$ cat config.mk
export PLATFORM = sky130hd
export DESIGN_NAME = alu_arbiter_flat
export DESIGN_NICKNAME = d
export VERILOG_FILES = /design/src/rtl/alu_pkg.sv /design/src/rtl/alu_arbiter_if.sv /design/src/rtl/alu_core.sv /design/src/rtl/alu_arbiter.sv /design/src/flat_wrapper.sv
export SDC_FILE = /design/constraint.sdc
export NUM_CORES = 1
export LEC_CHECK = 0
export BUFFER_PORTS_ARGS = -buffer_cell sky130_fd_sc_hd__buf_2
export CAP_MARGIN = 20
export CORE_MARGIN = 3
export CORE_UTILIZATION = 46
export DETAILED_ROUTE_END_ITERATION = 16
export GPL_TIMING_DRIVEN = 1
export PLACE_DENSITY = 0.79
export SLEW_MARGIN = 0
export SYNTH_ARGS = -nofsm -noshare
export SYNTH_HDL_FRONTEND = slang
export SYNTH_SLANG_ARGS = --single-unit
$ cat constraint.sdc
create_clock -name clk -period 2.61 [get_ports clk]
set_clock_uncertainty 0.05 [all_clocks]
set_input_delay 0.261 -clock clk [delete_from_list [all_inputs] [get_ports clk]]
set_output_delay 0.261 -clock clk [all_outputs]
set_load 0.01 [all_outputs]
$ cat src/rtl/alu_pkg.sv
// Shared ALU control encodings, flag bit positions and arbiter FSM state
// encoding used by alu_core, alu_arbiter and the interface users.
package alu_pkg;

  typedef enum logic [1:0] {
    ALU_ADD = 2'b00,
    ALU_SUB = 2'b01,
    ALU_AND = 2'b10,
    ALU_OR  = 2'b11
  } alu_ctrl_e;

  // rsp_flags / ALUFlags layout is {N, Z, C, V}
  localparam int FLAG_N = 3;
  localparam int FLAG_Z = 2;
  localparam int FLAG_C = 1;
  localparam int FLAG_V = 0;

  typedef enum logic [1:0] {
    ST_IDLE = 2'b00,
    ST_EXEC = 2'b01,
    ST_RESP = 2'b10
  } state_e;

endpackage

$ cat src/rtl/alu_arbiter_if.sv
// Request/response bundle between two ALU requesters, one consumer and the
// shared alu_arbiter. master = requester/consumer side, slave = arbiter.
interface alu_arbiter_if #(parameter int WIDTH = 5);

  logic             req0_valid;
  logic             req0_ready;
  logic [WIDTH-1:0] req0_a;
  logic [WIDTH-1:0] req0_b;
  logic [1:0]       req0_ctrl;

  logic             req1_valid;
  logic             req1_ready;
  logic [WIDTH-1:0] req1_a;
  logic [WIDTH-1:0] req1_b;
  logic [1:0]       req1_ctrl;

  logic             rsp_valid;
  logic             rsp_ready;
  logic [WIDTH-1:0] rsp_result;
  logic [3:0]       rsp_flags;
  logic             rsp_id;

  modport master (
    output req0_valid, req0_a, req0_b, req0_ctrl,
    output req1_valid, req1_a, req1_b, req1_ctrl,
    output rsp_ready,
    input  req0_ready, req1_ready,
    input  rsp_valid, rsp_result, rsp_flags, rsp_id
  );

  modport slave (
    input  req0_valid, req0_a, req0_b, req0_ctrl,
    input  req1_valid, req1_a, req1_b, req1_ctrl,
    input  rsp_ready,
    output req0_ready, req1_ready,
    output rsp_valid, rsp_result, rsp_flags, rsp_id
  );

endinterface

$ cat src/rtl/alu_core.sv
// Combinational ALU: add/sub/and/or with {N, Z, C, V} flags. Subtraction is
// a + ~b + 1, so C = 1 means no borrow.
module alu_core
  import alu_pkg::*;
#(
  parameter int WIDTH = 5
) (
  input  logic [WIDTH-1:0] a_i,
  input  logic [WIDTH-1:0] b_i,
  input  alu_ctrl_e        alu_control_i,
  output logic [WIDTH-1:0] result_o,
  output logic [3:0]       alu_flags_o
);

  logic             is_sub;
  logic [WIDTH-1:0] b_eff;
  logic [WIDTH:0]   sum;
  logic [WIDTH-1:0] res;
  logic             carry;
  logic             ovf;

  always_comb begin
    is_sub = (alu_control_i == ALU_SUB);
    b_eff  = is_sub ? ~b_i : b_i;
    sum    = {1'b0, a_i} + {1'b0, b_eff} + {{WIDTH{1'b0}}, is_sub};
    res    = '0;
    carry  = 1'b0;
    ovf    = 1'b0;
    case (alu_control_i)
      ALU_ADD, ALU_SUB: begin
        res   = sum[WIDTH-1:0];
        carry = sum[WIDTH];
        ovf   = (a_i[WIDTH-1] == b_eff[WIDTH-1]) && (sum[WIDTH-1] != a_i[WIDTH-1]);
      end
      ALU_AND: res = a_i & b_i;
      ALU_OR:  res = a_i | b_i;
      default: res = '0;
    endcase
  end

  always_comb begin
    alu_flags_o         = '0;
    alu_flags_o[FLAG_N] = res[WIDTH-1];
    alu_flags_o[FLAG_Z] = (res == '0);
    alu_flags_o[FLAG_C] = carry;
    alu_flags_o[FLAG_V] = ovf;
  end

  assign result_o = res;

endmodule

$ cat src/rtl/alu_arbiter.sv
// Two-requester round-robin front end for a shared ALU: grant in IDLE,
// compute in EXEC, hold a registered response in RESP until accepted.
module alu_arbiter
  import alu_pkg::*;
#(
  parameter int WIDTH = 5
) (
  input logic          clk,
  input logic          reset,
  alu_arbiter_if.slave bus
);

  state_e           state_q, state_d;
  logic             prio_q, prio_d;
  logic [WIDTH-1:0] a_q, b_q;
  alu_ctrl_e        ctrl_q;
  logic             id_q;
  logic [WIDTH-1:0] result_q;
  logic [3:0]       flags_q;
  logic             rsp_id_q;

  logic             grant0, grant1;
  logic [WIDTH-1:0] alu_result;
  logic [3:0]       alu_flags;

  alu_core #(.WIDTH(WIDTH)) u_core (
    .a_i           (a_q),
    .b_i           (b_q),
    .alu_control_i (ctrl_q),
    .result_o      (alu_result),
    .alu_flags_o   (alu_flags)
  );

  // Grants are gated by reset so no ready can appear before the first edge
  // with reset low.
  always_comb begin
    state_d = state_q;
    prio_d  = prio_q;
    grant0  = 1'b0;
    grant1  = 1'b0;
    case (state_q)
      ST_IDLE: begin
        if (!reset) begin
          grant0 = bus.req0_valid && (!bus.req1_valid || !prio_q);
          grant1 = bus.req1_valid && (!bus.req0_valid ||  prio_q);
          if (grant0 || grant1) begin
            state_d = ST_EXEC;
            prio_d  = grant0;
          end
        end
      end
      ST_EXEC: state_d = ST_RESP;
      ST_RESP: if (bus.rsp_ready) state_d = ST_IDLE;
      default: state_d = ST_IDLE;
    endcase
  end

  always_ff @(posedge clk or posedge reset) begin
    if (reset) begin
      state_q  <= ST_IDLE;
      prio_q   <= 1'b0;
      a_q      <= '0;
      b_q      <= '0;
      ctrl_q   <= ALU_ADD;
      id_q     <= 1'b0;
      result_q <= '0;
      flags_q  <= '0;
      rsp_id_q <= 1'b0;
    end else begin
      state_q <= state_d;
      prio_q  <= prio_d;
      if (grant0 || grant1) begin
        a_q    <= grant1 ? bus.req1_a : bus.req0_a;
        b_q    <= grant1 ? bus.req1_b : bus.req0_b;
        ctrl_q <= alu_ctrl_e'(grant1 ? bus.req1_ctrl : bus.req0_ctrl);
        id_q   <= grant1;
      end
      if (state_q == ST_EXEC) begin
        result_q <= alu_result;
        flags_q  <= alu_flags;
        rsp_id_q <= id_q;
      end
    end
  end

  assign bus.req0_ready = grant0;
  assign bus.req1_ready = grant1;
  assign bus.rsp_valid  = (state_q == ST_RESP);
  assign bus.rsp_result = result_q;
  assign bus.rsp_flags  = flags_q;
  assign bus.rsp_id     = rsp_id_q;

endmodule

$ cat src/flat_wrapper.sv
// flat-port wrapper written by rule: the top's interface ports become plain ports
module alu_arbiter_flat import alu_pkg::*;
#(
  parameter int WIDTH = 5
)
  (clk, reset, bus_req0_valid, bus_req0_a, bus_req0_b, bus_req0_ctrl, bus_req1_valid, bus_req1_a, bus_req1_b, bus_req1_ctrl, bus_rsp_ready, bus_req0_ready, bus_req1_ready, bus_rsp_valid, bus_rsp_result, bus_rsp_flags, bus_rsp_id);
  alu_arbiter_if #(.WIDTH(WIDTH)) bus_i ();
  input logic clk;
  input logic reset;
  input wire logic [$bits(bus_i.req0_valid)-1:0] bus_req0_valid;
  input wire logic [$bits(bus_i.req0_a)-1:0] bus_req0_a;
  input wire logic [$bits(bus_i.req0_b)-1:0] bus_req0_b;
  input wire logic [$bits(bus_i.req0_ctrl)-1:0] bus_req0_ctrl;
  input wire logic [$bits(bus_i.req1_valid)-1:0] bus_req1_valid;
  input wire logic [$bits(bus_i.req1_a)-1:0] bus_req1_a;
  input wire logic [$bits(bus_i.req1_b)-1:0] bus_req1_b;
  input wire logic [$bits(bus_i.req1_ctrl)-1:0] bus_req1_ctrl;
  input wire logic [$bits(bus_i.rsp_ready)-1:0] bus_rsp_ready;
  output wire logic [$bits(bus_i.req0_ready)-1:0] bus_req0_ready;
  output wire logic [$bits(bus_i.req1_ready)-1:0] bus_req1_ready;
  output wire logic [$bits(bus_i.rsp_valid)-1:0] bus_rsp_valid;
  output wire logic [$bits(bus_i.rsp_result)-1:0] bus_rsp_result;
  output wire logic [$bits(bus_i.rsp_flags)-1:0] bus_rsp_flags;
  output wire logic [$bits(bus_i.rsp_id)-1:0] bus_rsp_id;
  assign bus_i.req0_valid = bus_req0_valid;
  assign bus_i.req0_a = bus_req0_a;
  assign bus_i.req0_b = bus_req0_b;
  assign bus_i.req0_ctrl = bus_req0_ctrl;
  assign bus_i.req1_valid = bus_req1_valid;
  assign bus_i.req1_a = bus_req1_a;
  assign bus_i.req1_b = bus_req1_b;
  assign bus_i.req1_ctrl = bus_req1_ctrl;
  assign bus_i.rsp_ready = bus_rsp_ready;
  assign bus_req0_ready = bus_i.req0_ready;
  assign bus_req1_ready = bus_i.req1_ready;
  assign bus_rsp_valid = bus_i.rsp_valid;
  assign bus_rsp_result = bus_i.rsp_result;
  assign bus_rsp_flags = bus_i.rsp_flags;
  assign bus_rsp_id = bus_i.rsp_id;
  alu_arbiter #(.WIDTH(WIDTH)) u_core (.clk(clk), .reset(reset), .bus(bus_i));
endmodule
==> flow_metrics.tcl <==
set metrics [dict create \
    outcome "finished, final reports clean" \
    grt_usage_pct 16.4 \
    cts_resized 0 \
    drive_above_1_share_pct 27.0 \
    p_leak_nw 0.930 \
    yosysTopAreaCellShare_pct 43.1 \
    htreeDepth 1 \
    dp_hpwl_mm 2.32 \
    grt_first_pass_wirelength_mm 5.18 \
    timing.final.max_slew_violations 0 \
    final_common_cell "buf_2" \
    period_minus_slack_ps 2470 \
    drt-total-wl_mm 2.97 \
    die_width_um 62.2 \
    drc 0 \
    synth_top_family_by_area "compound AO/OA/AOI/OAI gates" \
    pwr-share-comb_pct 57.5 \
    worst_pin_slew_ps 506 \
    setup_violations 0 \
    synth.largest_area_cell "dfrtp_1" \
    synth_area_um2 1450 \
    power_frac_seq_pct 33.9 \
    worstPathArrival_ps 2640 \
    start_kind "flop" \
    worstPathRequired_ps 2780 \
    syn_area_per_cell_um2 9.82 \
    min_period_over_period_pct 94.4 \
    synthMuxAreaShare_pct 11.1 \
    rsz0062_at_grt "no" \
    synth_edf_count 0 \
    switchingPower_mw 0.852 \
    numCtsBuffers 3 \
    io_pins 42 \
    max-slew-margin-rel_pct 66.2 \
    layout_common_cells "41 x buf_2, 25 x dfrtp_1, 16 x a21oi_1" \
    gp_congestion 0.823 \
    cts_hold_buf 0 \
    switching_share_pct 42.8 \
    synthTopCellsByArea "dfrtp_1 43%, mux2i_1 10%, ha_1 6.0%, a21oi_1 5.5%, nor2_1 3.9%" \
    core_area_um2 2880 \
    yosys.area_share.xor_xnor_pct 4.82 \
    drt_first_pass_iters 4 \
    crit_fanout 4 \
    clk_latency_ps 320 \
    ctsRootBufferMaster "clkbuf_4" \
    die_area_um2 3870 \
    grt_max_degree 28 \
    synth_compound_area_share_pct 13.7 \
    setup_tns_ps 0 \
    viasPerCell 4.95 \
    async_flop_share_pct 100 \
    ys_seq_area_share_pct 43.1 \
    cts_sinks 25 \
    antenna_found_initial 0 \
    yosys_warnings 0 \
    power_frac_clock_pct 8.6 \
    syn_inst 148 \
    grt_pass1_vias 1213 \
    hold_violations 0 \
    num_vias 1143 \
    cts_max_path_buffers 2 \
    synth_fp_nets 185 \
    syn_to_final_growth_pct 20.2 \
    n_antenna_cell 0 \
    rows 19 \
    wl_per_cell_um 12.9 \
    synth_fa_ha_area_share_pct 9.47 \
    end_kind "flop" \
    synth_ff_type "dfrtp_1" \
    drtIter0Drc 31 \
    synthSimpleGateAreaFrac_pct 12.3 \
    clkTransAtPathRegs_ps 130 \
    vdd_ir_drop_max_mv 0.536 \
    yosysUniqueCellTypes 34 \
    post_cts_buffers 0 \
    setup.reg_to_reg.worst_slack_ps 140 \
    finish.utilization_pct 60.7 \
    cts_tree "yes" \
    die_h_um 62.2 \
    p_per_area_nw_per_um2 1140 \
    port_buffers 41 \
    p_int_mw 1.14 \
    final_antenna_net_count 0 \
    layout.nets 227 \
    fmax_mhz 406 \
    path_class "reg -> reg" \
    initial_utilization_pct 50.5 \
    drv_cap 0 \
    grt-ovfl-total 0 \
    min_path_type "in -> reg" \
    synth-seq-cells 25 \
]
-- cells in the mapped netlist, types with 2 or more instances --
library cell and n:
a21o_1 2, a21oi_1 16, buf_2 4, clkbuf_1 3, dfrtp_1 25, ha_1 7
inv_1 6, maj3_1 3, mux2i_1 15, nand2_1 10, nand2b_1 3, nand3_1 2
nor2_1 15, o21ai_0 10, or2b_1 2, xnor2_1 5, xor2_1 3
-- cell type report --
class | instances | area, um2
Clock buffer | 4 | 26.3
Sequential cell | 25 | 626
Fill cell | 246 | 1130
Tap cell | 42 | 52.6
Timing Repair Buffer | 47 | 273
Multi-Input combinational cell | 107 | 747
Inverter | 6 | 22.5
-- logic make-up (layout without fill, tap and decap cells) --
family                     after synthesis  count (layout)
muxes                                   16              16
buffers and inverters                   16              57
and+or+nand+nor                         38              38
adders and majority gates               11              11
AOI/OAI and AO/OA                       34              34
xor gates and xnor gates                 8               8
DFF                                     25              25
-- power groups by stage --
| stage | sequential (mW) | combinational, mW | clock (mW) |
|---|---|---|---|
| after floorplan | 0.689 | 0.844 | 0 |
| after global placement | 0.672 | 1.06 | 0 |
| after detailed placement | 0.686 | 1.13 | 0 |
| after CTS | 0.677 | 1.14 | 0.182 |
| after global routing | 0.703 | 1.28 | 0.195 |
| final | 0.674 | 1.14 | 0.171 |
-- critical path, stage by stage, from the launching register on --
cell and delay, ps:
dfrtp_1 390, or2b_1 310, xnor2_1 200, fa_1 450, a21o_1 200, a21oi_1 260
xnor2_1 160, mux2i_1 100, a32o_1 250
-- flip-flops by register name, indices dropped and copies added, names as in the netlist --
signal                 flops
u_core.a_q                 5
u_core.b_q                 5
u_core.bus.rsp_flags       4
u_core.bus.rsp_id          1
u_core.bus.rsp_result      4
u_core.ctrl_q              2
u_core.id_q                1
u_core.prio_q              1
u_core.state_q             2
-- per-layer routing --
metal	vias to the layer above	global-route usage, %	share of wire, %	wire length (um)
met5	-	0	0	0
met1	520	19.2	43	1290
li1	587	-	-	-
met2	32	30.2	51	1510
met4	0	4.42	0.84	25
met3	4	3.42	5.0	149
-- worst paths after layout --
path	start	to	cells past startpoint
setup reg to reg	u_core.ctrl_q[1]	u_core.bus.rsp_flags[2]	8
min in group asynchronous	reset	u_core.a_q[4]	3
max in group asynchronous	reset	u_core.a_q[1]	4
hold / removal	bus_rsp_ready	u_core.state_q[1]	2
hold reg to reg	u_core.bus.rsp_result[3]	u_core.bus.rsp_result[3]	2
setup / recovery	u_core.ctrl_q[1]	u_core.bus.rsp_flags[2]	8
-- metrics by stage --
step,instances,setup WS [ps],total power [mW],area [um2],hold slack [ps]
2_1_floorplan,148,172,1.53,1450,238
3_3_place_gp,225,257,1.73,1680,402
3_5_place_dp,225,164,1.81,1680,416
4_1_cts,229,150,2.00,1710,55.3
5_1_grt,231,64.0,2.18,1750,47.5
6_report,231,145,1.99,1750,74.2
(Power assumes the default switching activity.)
